$ cat src/rtl/cdc_event_sched_pkg.sv
// Shared definitions for the event scheduler in front of the pulse-crossing channel:
// FSM state encoding, default sizing and the id-width helper.
package cdc_event_sched_pkg;

   typedef enum logic [1:0] {
      ST_IDLE  = 2'd0,
      ST_RUN   = 2'd1,
      ST_DRAIN = 2'd2
   } sched_state_t;

   // Smallest id width that can name every one of n sources (never below one bit).
   function automatic int id_width(input int n);
      return (n <= 2) ? 1 : $clog2(n);
   endfunction

   localparam int DEF_NREQ  = 4;
   localparam int DEF_CNT_W = 4;
   localparam int DEF_ID_W  = id_width(DEF_NREQ);

endpackage

$ cat src/rtl/cdc_event_sched_if.sv
// Bundle of the scheduler's control, event and crossing-side signals.
// The master side drives requests and sees the crossing increment; the slave side is the scheduler.
interface cdc_event_sched_if
   import cdc_event_sched_pkg::*;
#(
   parameter int NREQ = DEF_NREQ,
   parameter int ID_W = DEF_ID_W
);

   logic            en;
   logic [NREQ-1:0] req_evt;
   logic [NREQ-1:0] ovf_clr;
   logic            xfull;
   logic            sigin;
   logic [ID_W-1:0] sig_id;
   logic [NREQ-1:0] ovf;
   logic            busy;
   logic            drained;

   modport master (
      output en, req_evt, ovf_clr, xfull,
      input  sigin, sig_id, ovf, busy, drained
   );

   modport slave (
      input  en, req_evt, ovf_clr, xfull,
      output sigin, sig_id, ovf, busy, drained
   );

endinterface

$ cat src/rtl/cdc_event_sched_rr_pick.sv
// Combinational round-robin picker: starting at rr_ptr and wrapping after NREQ-1,
// grants the first eligible source. Produces nothing when enable is low.
module cdc_rr_pick
   import cdc_event_sched_pkg::*;
#(
   parameter int NREQ = DEF_NREQ,
   parameter int ID_W = DEF_ID_W
) (
   input  logic [NREQ-1:0] elig,
   input  logic [ID_W-1:0] rr_ptr,
   input  logic            enable,
   output logic [NREQ-1:0] gnt,
   output logic [ID_W-1:0] idx
);

   logic found;
   int   cand;

   // Walk the sources in rotated order; the explicit wrap keeps non-power-of-two NREQ correct.
   always_comb begin
      gnt   = '0;
      idx   = '0;
      found = 1'b0;
      cand  = 0;
      for (int i = 0; i < NREQ; i++) begin
         cand = int'(rr_ptr) + i;
         if (cand >= NREQ) cand = cand - NREQ;
         for (int j = 0; j < NREQ; j++) begin
            if (enable && !found && (j == cand) && elig[j]) begin
               found  = 1'b1;
               gnt[j] = 1'b1;
               idx    = ID_W'(j);
            end
         end
      end
   end

endmodule

$ cat src/rtl/cdc_event_sched.sv
// Write-domain scheduler sharing one pulse-crossing increment among NREQ event sources.
// Keeps a saturating pending count per source, issues at most one event per cycle in
// round-robin order, stalls on crossing full and sequences enable/drain.
module cdc_event_sched
   import cdc_event_sched_pkg::*;
#(
   parameter int NREQ  = DEF_NREQ,
   parameter int CNT_W = DEF_CNT_W,
   parameter int ID_W  = DEF_ID_W
) (
   input  logic              wclk,
   input  logic              wrst_n,
   cdc_event_sched_if.slave  bus
);

   localparam logic [CNT_W-1:0] CNT_MAX = '1;

   sched_state_t     state, state_nxt;
   logic [CNT_W-1:0] cnt [NREQ];
   logic [NREQ-1:0]  elig;
   logic [NREQ-1:0]  ovf_set;
   logic [NREQ-1:0]  ovf_r;
   logic [NREQ-1:0]  gnt;
   logic [ID_W-1:0]  pick_idx;
   logic [ID_W-1:0]  rr_ptr;
   logic             any_pend;
   logic             issue;
   logic             drain_done;

   // Eligibility comes from registered counts only; an overflow is an event arriving at a full, ungranted counter.
   always_comb begin
      elig    = '0;
      ovf_set = '0;
      for (int i = 0; i < NREQ; i++) begin
         elig[i]    = (cnt[i] != '0);
         ovf_set[i] = bus.req_evt[i] && !gnt[i] && (cnt[i] == CNT_MAX);
      end
   end

   assign any_pend = |elig;
   assign issue    = ((state == ST_RUN) || (state == ST_DRAIN)) && any_pend && !bus.xfull && wrst_n;

   cdc_rr_pick #(
      .NREQ (NREQ),
      .ID_W (ID_W)
   ) u_pick (
      .elig   (elig),
      .rr_ptr (rr_ptr),
      .enable (issue),
      .gnt    (gnt),
      .idx    (pick_idx)
   );

   // Per-source pending counters: add on event, subtract on grant, hold when both or when saturated.
   always_ff @(posedge wclk) begin
      if (!wrst_n) begin
         for (int i = 0; i < NREQ; i++) cnt[i] <= '0;
      end else begin
         for (int i = 0; i < NREQ; i++) begin
            if (bus.req_evt[i] && !gnt[i]) begin
               if (cnt[i] != CNT_MAX) cnt[i] <= cnt[i] + 1'b1;
            end else if (!bus.req_evt[i] && gnt[i]) begin
               cnt[i] <= cnt[i] - 1'b1;
            end
         end
      end
   end

   // Sticky overflow flags; a fresh overflow beats a same-cycle clear.
   always_ff @(posedge wclk) begin
      if (!wrst_n) ovf_r <= '0;
      else         ovf_r <= (ovf_r & ~bus.ovf_clr) | ovf_set;
   end

   // Round-robin pointer moves just past the granted source, holding whenever nothing issues.
   always_ff @(posedge wclk) begin
      if (!wrst_n)    rr_ptr <= '0;
      else if (issue) rr_ptr <= (pick_idx == ID_W'(NREQ - 1)) ? '0 : pick_idx + 1'b1;
   end

   // FSM state register.
   always_ff @(posedge wclk) begin
      if (!wrst_n) state <= ST_IDLE;
      else         state <= state_nxt;
   end

   // Next-state logic: drain finishes only once counts are empty and no new event is landing; re-enable wins.
   always_comb begin
      state_nxt  = state;
      drain_done = 1'b0;
      case (state)
         ST_IDLE: begin
            if (bus.en) state_nxt = ST_RUN;
         end
         ST_RUN: begin
            if (!bus.en) state_nxt = any_pend ? ST_DRAIN : ST_IDLE;
         end
         ST_DRAIN: begin
            if (bus.en) begin
               state_nxt = ST_RUN;
            end else if (!any_pend && !(|bus.req_evt)) begin
               state_nxt  = ST_IDLE;
               drain_done = 1'b1;
            end
         end
         default: state_nxt = ST_IDLE;
      endcase
   end

   assign bus.sigin   = issue;
   assign bus.sig_id  = pick_idx;
   assign bus.ovf     = ovf_r;
   assign bus.busy    = (state != ST_IDLE);
   assign bus.drained = drain_done && wrst_n;

endmodule

$ cat src/flat_wrapper.sv
// flat-port wrapper written by rule: the top's interface ports become plain ports
module cdc_event_sched_flat import cdc_event_sched_pkg::*;
#(
   parameter int NREQ  = DEF_NREQ,
   parameter int CNT_W = DEF_CNT_W,
   parameter int ID_W  = DEF_ID_W
)
  (wclk, wrst_n, bus_en, bus_req_evt, bus_ovf_clr, bus_xfull, bus_sigin, bus_sig_id, bus_ovf, bus_busy, bus_drained);
  cdc_event_sched_if #(.NREQ(NREQ), .ID_W(ID_W)) bus_i ();
  input  logic wclk;
  input  logic wrst_n;
  input wire logic [$bits(bus_i.en)-1:0] bus_en;
  input wire logic [$bits(bus_i.req_evt)-1:0] bus_req_evt;
  input wire logic [$bits(bus_i.ovf_clr)-1:0] bus_ovf_clr;
  input wire logic [$bits(bus_i.xfull)-1:0] bus_xfull;
  output wire logic [$bits(bus_i.sigin)-1:0] bus_sigin;
  output wire logic [$bits(bus_i.sig_id)-1:0] bus_sig_id;
  output wire logic [$bits(bus_i.ovf)-1:0] bus_ovf;
  output wire logic [$bits(bus_i.busy)-1:0] bus_busy;
  output wire logic [$bits(bus_i.drained)-1:0] bus_drained;
  assign bus_i.en = bus_en;
  assign bus_i.req_evt = bus_req_evt;
  assign bus_i.ovf_clr = bus_ovf_clr;
  assign bus_i.xfull = bus_xfull;
  assign bus_sigin = bus_i.sigin;
  assign bus_sig_id = bus_i.sig_id;
  assign bus_ovf = bus_i.ovf;
  assign bus_busy = bus_i.busy;
  assign bus_drained = bus_i.drained;
  cdc_event_sched #(.NREQ(NREQ), .CNT_W(CNT_W), .ID_W(ID_W)) u_core (.wclk(wclk), .wrst_n(wrst_n), .bus(bus_i));
endmodule
$ cat config.mk
export PLATFORM = sky130hd
export DESIGN_NAME = cdc_event_sched_flat
export DESIGN_NICKNAME = d
export VERILOG_FILES = /design/src/rtl/cdc_event_sched_pkg.sv /design/src/rtl/cdc_event_sched_if.sv /design/src/rtl/cdc_event_sched_rr_pick.sv /design/src/rtl/cdc_event_sched.sv /design/src/flat_wrapper.sv
export SDC_FILE = /design/constraint.sdc
export NUM_CORES = 1
export LEC_CHECK = 0
export BUFFER_PORTS_ARGS = -buffer_cell sky130_fd_sc_hd__buf_2
export CAP_MARGIN = 20
export CORE_MARGIN = 3
export CORE_UTILIZATION = 50
export DETAILED_ROUTE_END_ITERATION = 12
export PLACE_DENSITY = 0.68
export SLEW_MARGIN = 10
export SYNTH_ARGS = -nofsm -noshare
export SYNTH_HDL_FRONTEND = slang
export SYNTH_HIERARCHICAL = 1
export SYNTH_SLANG_ARGS = --single-unit
$ cat constraint.sdc
create_clock -name wclk -period 5.2 [get_ports wclk]
set_input_delay 0.26 -clock wclk [delete_from_list [all_inputs] [get_ports wclk]]
set_output_delay 0.26 -clock wclk [all_outputs]
set_load 0.02 [all_outputs]
==> results of run 1 <==
[sequential cells by signal, summed over array words and instances (netlist names)]
register	cells
u_core/cnt	16
u_core/bus.ovf	4
u_core/rr_ptr	2
u_core/state	2
[critical path, stage by stage (launching register included)]
cell and delay (ns):
edfxtp_1 0.47, inv_1 0.10, ha_1 0.20, nor3b_2 0.17, a41oi_1 0.36, and2_1 0.29, nand4_1 0.15, inv_1 0.14
nand3b_1 0.15, xnor2_1 0.18, ha_1 0.18, mux2i_1 0.23, xor2_1 0.17, nor2_1 0.07
[cell usage after synthesis, drive strengths merged, types with 4 or more instances]
cell    instances
ha             11
nand3b          4
a21oi           6
and3b           4
o21ai           8
xor2            6
nor2b           9
nand2          15
nor2           23
nand2b          4
dfxtp           8
o21a            4
nand4           6
mux2i           6
edfxtp         16
nor4            4
inv            19
nor3b           4
[per-layer routing]
| layer | track usage [%] | up-vias | part of all wire, % |
|---|---|---|---|
| li1 | - | 747 | - |
| met1 | 20.9 | 697 | 46 |
| met2 | 30.7 | 28 | 48 |
| met3 | 3.57 | 9 | 4.3 |
| met4 | 8.88 | 0 | 2.0 |
| met5 | 0 | - | 0 |
[power by group]
| part | leakage, nW | switching [W] | internal, W | total [W] |
|---|---|---|---|---|
| clock | 0.0210 | 0.0000567 | 0.0000428 | 0.0000995 |
| combinational | 0.587 | 0.0000680 | 0.0000522 | 0.000120 |
| sequential | 0.236 | 0.0000273 | 0.000223 | 0.000250 |
| total | 0.844 | 0.000152 | 0.000318 | 0.000470 |
[layout by cell type (no fill, tap or decap), types with 5 or more instances in the layout]
cell type and n:
dfxtp_1 8, ha_1 11, o21ai_0 8, nor2b_1 9, xor2_1 6, a21oi_1 6, inv_1 19, nor2_1 23
buf_2 20, nand4_1 5, mux2i_1 6, edfxtp_1 16, nand2_1 14
[logic make-up after synthesis]
kind of cell	after synthesis	synth area share (%)
adder cells (fa/ha/maj)	11	7.59
AND/OR/NAND/NOR	86	29.7
XOR/XNOR	9	4.35
flip-flops	24	35.3
buffers and inverters	22	4.69
multiplexers	7	3.93
AO/OA/AOI/OAI	35	14.4
[cell type report]
type | count | area share (%)
multi-input combinational | 148 | 54.6
sequential | 24 | 32.1
timing repair buffer | 20 | 5.02
inverter | 19 | 3.58
tap | 46 | 2.89
clock buffer | 4 | 1.82
[per-stage QoR]
stage	cells	instance area, um^2	worst slack [ns]
2_1_floorplan	194	1810	2.29
5_1_grt	261	1990	1.85
3_5_place_dp	257	1960	2.12
4_1_cts	261	1990	2.12
3_3_place_gp	257	1960	2.27
6_report	261	1990	2.11
[worst min-delay path by stage]
| stage | from | to | slack [ns] |
|---|---|---|---|
| finish | bus_ovf_clr[3] | u_core/bus.ovf[3] | 0.19 |
| global route | bus_ovf_clr[3] | u_core/bus.ovf[3] | 0.18 |
| floorplan | bus_ovf_clr[0] | u_core/bus.ovf[0] | 0.44 |
| detailed placement | u_core/bus.ovf[0] | u_core/bus.ovf[0] | 0.48 |
| CTS | bus_ovf_clr[3] | u_core/bus.ovf[3] | 0.18 |
| global placement | u_core/bus.ovf[3] | u_core/bus.ovf[3] | 0.46 |
==> qor.csv, run 1 <==
metric,value,unit
run_status,"complete, no violations",
drt-pass1-iter-count,4,
finalWirelength,3550,um
grt_pass1_vias,1426,
dieWidth,66.2,um
rr_startpoint,u_core/cnt[3][0],
grt_setup_unrepaired,no,
regArea,641,um^2
cts_inserted_buffers,3,
insertion_delay,0.32,ns
final_util,58.4,%
seq_area_frac_synth,35.3,%
ys_types,47,
fin_tns_setup,0,ns
grt_use_total,17.9,%
area_growth,9.94,%
cts_root_buf,clkbuf_4,
fin_crit,3.09,ns
yosys_warnings,6,
die-area,0.00438,mm^2
ys_ff_latch,24,
layout.nets,239,
p_leak,0.844,nW
synth_flop_cell,edfxtp_1,
power_density,236,mW/mm^2
cts_buffer_depth,2,
htree_levels,1,
cp-endpoint,u_core/cnt[1][2],
end_kind,flop,
hold_depth,3,
drt-initial-drc-count,99,
port_buffers,20,
hold_violations,0,
via_per_inst,5.67,
wl_per_cell,13.6,um
antenna_found_initial,0,
slew_violations,0,
syn-num-nets,217,
drive_above_1_share,16.7,%
ir_drop,0.153,mV
place_congestion,0.876,
max_cap_viol_count,0,
antenna_cells,0,
startpoint_type,flop,
synth_top_cell_area_share,26.5,%
setup_viol,0,
path_class,flop to flop,
yosysTopAreaCell,edfxtp_1,
ios,21,
synth.area.top_cells,"edfxtp_1 (27%), dfxtp_1 (8.8%), ha_1 (7.6%)",
post_cts_buffers,0,
rrSetupSlack,2.11,ns
clock_sinks,24,
max-slew-margin-rel,61.7,%
finalCritPeriodShare,59.4,%
power,0.000470,W
tightest_slew,0.569,ns
clk_pin_slew,0.14,ns
whs,0.192,ns
dp_hpwl,2770,um
synth-async-reset-ratio,0,%
post-route-drc-count,0,
cts_tree,yes,
syn_inst,194,
cts.hold.buffers_added,0,
worst_ep_required_time,5.27,ns
regToRegEndpoint,u_core/cnt[1][2],
coreArea,0.00342,mm^2
hp-class,primary input to flop,
crit_start,u_core/cnt[3][0],
ant_nets,0,
crit_arrival,3.15,ns
grt_pass1_wl,6090,um
netlist_area,0.00181,mm^2
gr-total-overflow,0,
fp.dieH,66.2,um
cp_max_fo,6,
finClkSkew,0.0110,ns
synth_edf_count,16,
ctsResizeCount,0,
multiInputGateArea,0.00109,mm^2
initial_utilization,53.1,%
grt_max_degree,28,
via_count,1481,
reg2reg_depth,13,
avgSynthCellArea,9.35,um^2
clock.fmax,324,MHz
rows,21,
nFillCells,308,
No activity file was read; power rests on OpenSTA's default activity.
==> run 2, diff against run 1 <==
--- a/config.mk
+++ b/config.mk
@@ -10,7 +10,7 @@
 export CORE_MARGIN = 3
 export CORE_UTILIZATION = 50
 export DETAILED_ROUTE_END_ITERATION = 12
-export PLACE_DENSITY = 0.68
+export PLACE_DENSITY = 0.71
 export SLEW_MARGIN = 10
 export SYNTH_ARGS = -nofsm -noshare
 export SYNTH_HDL_FRONTEND = slang
==> constraint.sdc (replaced) <==
create_clock -name wclk -period 2.8 [get_ports wclk]
set_input_delay 0.14 -clock wclk [delete_from_list [all_inputs] [get_ports wclk]]
set_output_delay 0.14 -clock wclk [all_outputs]
set_load 0.02 [all_outputs]
==> run 2 against run 1 <==
Compared with the run above:
- highest routed layer unchanged
- clock-buffer cell count down 1
- via count up 8.3%
- final area up 14%
- total power up 99%
==> qor.csv, run 2 (same netlist as run 1, synthesis figures left out) <==
metric,value,unit
slew_violations,0,
place_congestion,0.896,
antenna_cells,0,
crit_arrival,2.87,ns
worst_ep_required_time,2.89,ns
wl_per_cell,14.7,um
highest_layer,met4,
largest_reg_flops,16,
drive_above_1_share,34.3,%
setup_slack,0.0156,ns
startpoint_type,flop,
wl_met1,1780,um
htree_levels,1,
fp.dieH,66.2,um
ir_drop,0.293,mV
cts_inserted_buffers,3,
cts_root_buf,clkbuf_4,
cts.hold.buffers_added,0,
via_count,1604,
gr-total-overflow,0,
die-area,0.00438,mm^2
fin_cells,288,
cts_buffer_depth,2,
post-route-drc-count,0,
dp_hpwl,3010,um
cp_max_fo,5,
clock.fmax,359,MHz
wl_met2,2280,um
p_leak,0.983,nW
cts_tree,yes,
wl_met3,125,um
ios,21,
final_cell_mix,"buf_4 (27), nor2_1 (23), buf_2 (20), edfxtp_1 (16)",
max-slew-margin-rel,73.0,%
layout.nets,266,
via_per_inst,5.57,
place_inst,274,
finClkSkew,0.0116,ns
hold_violations,0,
placedInstanceArea,0.00209,mm^2
coreArea,0.00342,mm^2
max_cap_viol_count,0,
grt_setup_unrepaired,yes,
run_status,"complete, no violations",
setup_viol,0,
fin_crit,2.78,ns
finalWirelength,4240,um
end_kind,flop,
clk_pin_slew,0.14,ns
drt-initial-drc-count,166,
grt_use_total,19.6,%
initial_utilization,53.1,%
finalCritPeriodShare,99.4,%
port_buffers,20,
path_class,flop to flop,
area_growth,25.4,%
rows,21,
insertion_delay,0.32,ns
mostFrequentLayoutCell,buf_4,
drt-pass1-iter-count,4,
grt_max_degree,27,
tightest_slew,0.399,ns
clock_sinks,24,
antenna_found_initial,0,
grt_pass1_vias,1490,
hp-class,primary input to flop,
finish.instance_area,0.00227,mm^2
power_density,412,mW/mm^2
dieWidth,66.2,um
grt_pass1_wl,6700,um
dp_slack,-0.0109,ns
ant_nets,0,
final_util,66.6,%
regMostFlops,u_core/cnt,
run 2: changes by cell type in the layout (fill, tap and decap cells not counted), moves of 2 or more:
cell	before	now
buf_4	0	27
dfxtp_1	8	6
xnor2_1	3	1
inv_2	0	6
inv_1	19	13
dfxtp_2	0	2
xnor2_2	0	2
ha_2	0	3
ha_1	11	7
run 2: metrics by stage:
stage	TNS, ns	hold slack, ns	total power (W)
2_1_floorplan	0	0.323	0.000637
3_3_place_gp	0	0.413	0.000717
3_5_place_dp	-0.0181	0.430	0.000734
4_1_cts	0	0.0647	0.000904
5_1_grt	-0.677	0.0642	0.000996
6_report	0	0.0647	0.000937
run 2: repair_timing:
action                                  in CTS  in global routing
setup buffers                                1                  9
resized for setup                            1                 22
pin swaps                                    0                  6
gates cloned                                 0                  0
endpoints found under the setup margin       3                 14
run 2: layout make-up:
class,count,area [um^2]
Clock buffer,3,22.5
Clock inverter,1,3.75
Tap cell,46,57.6
Multi-Input combinational cell,148,1170
Timing Repair Buffer,47,303
Fill cell,280,1140
Inverter,19,71.3
Sequential cell,24,643
run 2: worst max-delay path: stages, from the launching register on:
cell and delay (ns):
edfxtp_1 0.44, inv_2 0.11, ha_4 0.13, nor3b_4 0.20, inv_2 0.09, nor2b_1 0.16, o21ba_1 0.20, o2111ai_4 0.22
inv_2 0.06, nand3b_1 0.12, xnor2_1 0.13, ha_2 0.19, mux2i_1 0.22, xor2_1 0.21, nor2_1 0.06
run 2: layer usage:
layer  up-vias  global-route usage (%)
li1        795                       -
met3         6                    2.72
met5         -                       0
met2        32                    36.1
met4         0                    6.60
met1       771                    23.0
run 2: report_power, final:
group | internal (W) | switching (W) | total, W
Clock | 0.0000523 | 0.000111 | 0.000163
Sequential | 0.000415 | 0.0000417 | 0.000457
Combinational | 0.000148 | 0.000169 | 0.000317
run 2: path summary, 6_finish.rpt:
kind                startpoint           endpoint  slack, ns  cells after the start
max           u_core/cnt[3][0]   u_core/cnt[2][2]       0.02                     14
min             bus_ovf_clr[3]  u_core/bus.ovf[3]       0.06                      3
max reg2reg   u_core/cnt[3][0]   u_core/cnt[2][2]       0.02                     14
min reg2reg  u_core/bus.ovf[3]  u_core/bus.ovf[3]       0.50                      2
==> run 3, diff against run 2 <==
--- a/config.mk
+++ b/config.mk
@@ -7,10 +7,12 @@
 export LEC_CHECK = 0
 export BUFFER_PORTS_ARGS = -buffer_cell sky130_fd_sc_hd__buf_2
 export CAP_MARGIN = 20
+export CORE_ASPECT_RATIO = 0.5
 export CORE_MARGIN = 3
 export CORE_UTILIZATION = 50
 export DETAILED_ROUTE_END_ITERATION = 12
 export PLACE_DENSITY = 0.71
+export SETUP_SLACK_MARGIN = 0.05
 export SLEW_MARGIN = 10
 export SYNTH_ARGS = -nofsm -noshare
 export SYNTH_HDL_FRONTEND = slang
==> run 3 against run 2 <==
Compared with the run above:
- first-iteration DRC count is 46% lower
- sequential power hardly changed
- final area is 3.5% higher
- die area is 1.0% higher
- non-clock buffer count is 5 higher
- critical path depth is 2 lower
- critical path type unchanged
- highest routed layer unchanged
==> qor.csv, run 3 (same netlist as run 1, synthesis figures left out) <==
metric,value,unit
drive_above_1_share,37.7,%
regArea,643,um^2
dp_slack,0.0695,ns
area_growth,29.7,%
fin_crit,2.77,ns
power_frac_comb,32.1,%
grt_setup_unrepaired,yes,
insertion_delay,0.28,ns
critPathMaxStageDelay,0.51,ns
cp_num_buf_inv,2,
worst_ep_required_time,2.84,ns
initial_utilization,56.3,%
multiInputGateArea,0.00118,mm^2
run_status,"complete, no violations",
clock_sinks,24,
cts_buffer_depth,2,
fp.dieH,48.6,um
power_density,441,mW/mm^2
hp-class,primary input to flop,
grt_pass1_wl,6820,um
antenna_cells,0,
place_congestion,0.867,
rows,14,
finalWirelength,4350,um
via_per_inst,5.53,
layout.nets,271,
drt-pass1-iter-count,4,
cp_cell_sequence,"nor4_4, inv_2, mux2_4, nand2_2, o2111ai_2, inv_1, nand3b_1, xnor2_1, ha_2, mux2i_1, xor2_1, nor2_1",
final_cell_mix,"buf_4 (31), nor2_1 (23), buf_2 (20), edfxtp_1 (16), nand2_1 (13)",
finalCritPeriodShare,99.1,%
largest_reg_flops,16,
cts_root_buf,clkbuf_8,
coreArea,0.00322,mm^2
cpLargestDelayFamily,simple AND/OR/NAND/NOR gates,
p_sw_share,32.3,%
gr-total-overflow,0,
setup_slack,0.0266,ns
tightest_slew,0.524,ns
ir_drop,0.246,mV
cp_max_fo,6,
p_leak,1.02,nW
grt_use_total,18.5,%
min-delay-start,bus_ovf_clr[3],
clock.fmax,361,MHz
die-area,0.00443,mm^2
slowest_stage,edfxtp_1,
slew_violations,0,
antenna_found_initial,0,
p_seq_share,43.9,%
max-slew-margin-rel,64.7,%
grt_max_degree,27,
p_int,0.000702,W
crit_arrival,2.82,ns
dieWidth,91.2,um
ios,21,
drt-initial-drc-count,90,
rr_startpoint,u_core/cnt[1][2],
port_buffers,20,
power,0.00104,W
htree_levels,1,
finClkSkew,0.00715,ns
final_util,73.0,%
dp_hpwl,3060,um
hold_violations,0,
cts_inserted_buffers,3,
setup_viol,0,
max_cap_viol_count,0,
wl_per_cell,14.7,um
regMostFlops,u_core/cnt,
mostFrequentLayoutCell,buf_4,
power.share.clock,24.0,%
via_count,1631,
nFillCells,239,
whs,0.135,ns
post-route-drc-count,0,
path_class,flop to flop,
ant_nets,0,
cts_tree,yes,
grt_pass1_vias,1514,
clk_pin_slew,0.09,ns
cts.hold.buffers_added,0,
startpoint_type,flop,
power.switching,0.000335,W
crit_start,u_core/cnt[1][2],
end_kind,flop,
## run 3: worst paths after layout
check                           slack (ns)  cells past startpoint           endpoint
worst max-delay path                  0.03                     12   u_core/cnt[2][2]
worst min register to register        0.49                      2  u_core/bus.ovf[3]
worst max register to register        0.03                     12   u_core/cnt[2][2]
worst min-delay path                  0.13                      3  u_core/bus.ovf[3]
## run 3: layout make-up
type	instances	area share (%)
tap	48	2.55
multi-input combinational	148	50.1
timing repair buffer	52	14.6
sequential	24	27.3
inverter	19	3.03
clock buffer	4	2.34
## run 3: worst register-to-register path, stage by stage (launching register included)
cell and delay (ns):
edfxtp_1 0.51, nor4_4 0.36, inv_2 0.13, mux2_4 0.29, nand2_2 0.07, o2111ai_2 0.11
inv_1 0.10, nand3b_1 0.12, xnor2_1 0.20, ha_2 0.19, mux2i_1 0.22, xor2_1 0.17
nor2_1 0.07
## run 3: what timing repair did
item                       in CTS  in global routing
buffers inserted                0                 10
setup endpoints to repair       1                  8
cloned                          0                  0
pin swaps                       0                 16
resized for setup               1                 26
## run 3: per-layer routing
layer  vias up  track usage (%)  share of wire, %
li1        808                -                 -
met1       781             26.8                46
met2        39             28.9                47
met3         3             4.33               6.6
met4         0             2.25              0.46
met5         -                0                 0
## run 3: stage by stage
stage | TNS [ns] | instances | cell area, um^2
3_3_place_gp | 0 | 281 | 2130
2_1_floorplan | 0 | 194 | 1820
3_5_place_dp | 0 | 281 | 2130
4_1_cts | 0 | 285 | 2190
5_1_grt | -0.405 | 295 | 2350
6_report | 0 | 295 | 2350
## run 3: power groups by stage
stage	Sequential (W)	Combinational, W	Clock [W]
global placement	0.000459	0.000274	0
CTS	0.000451	0.000286	0.000256
global route	0.000459	0.000367	0.000271
detailed placement	0.000459	0.000284	0
floorplan	0.000462	0.000178	0
finish	0.000455	0.000333	0.000249
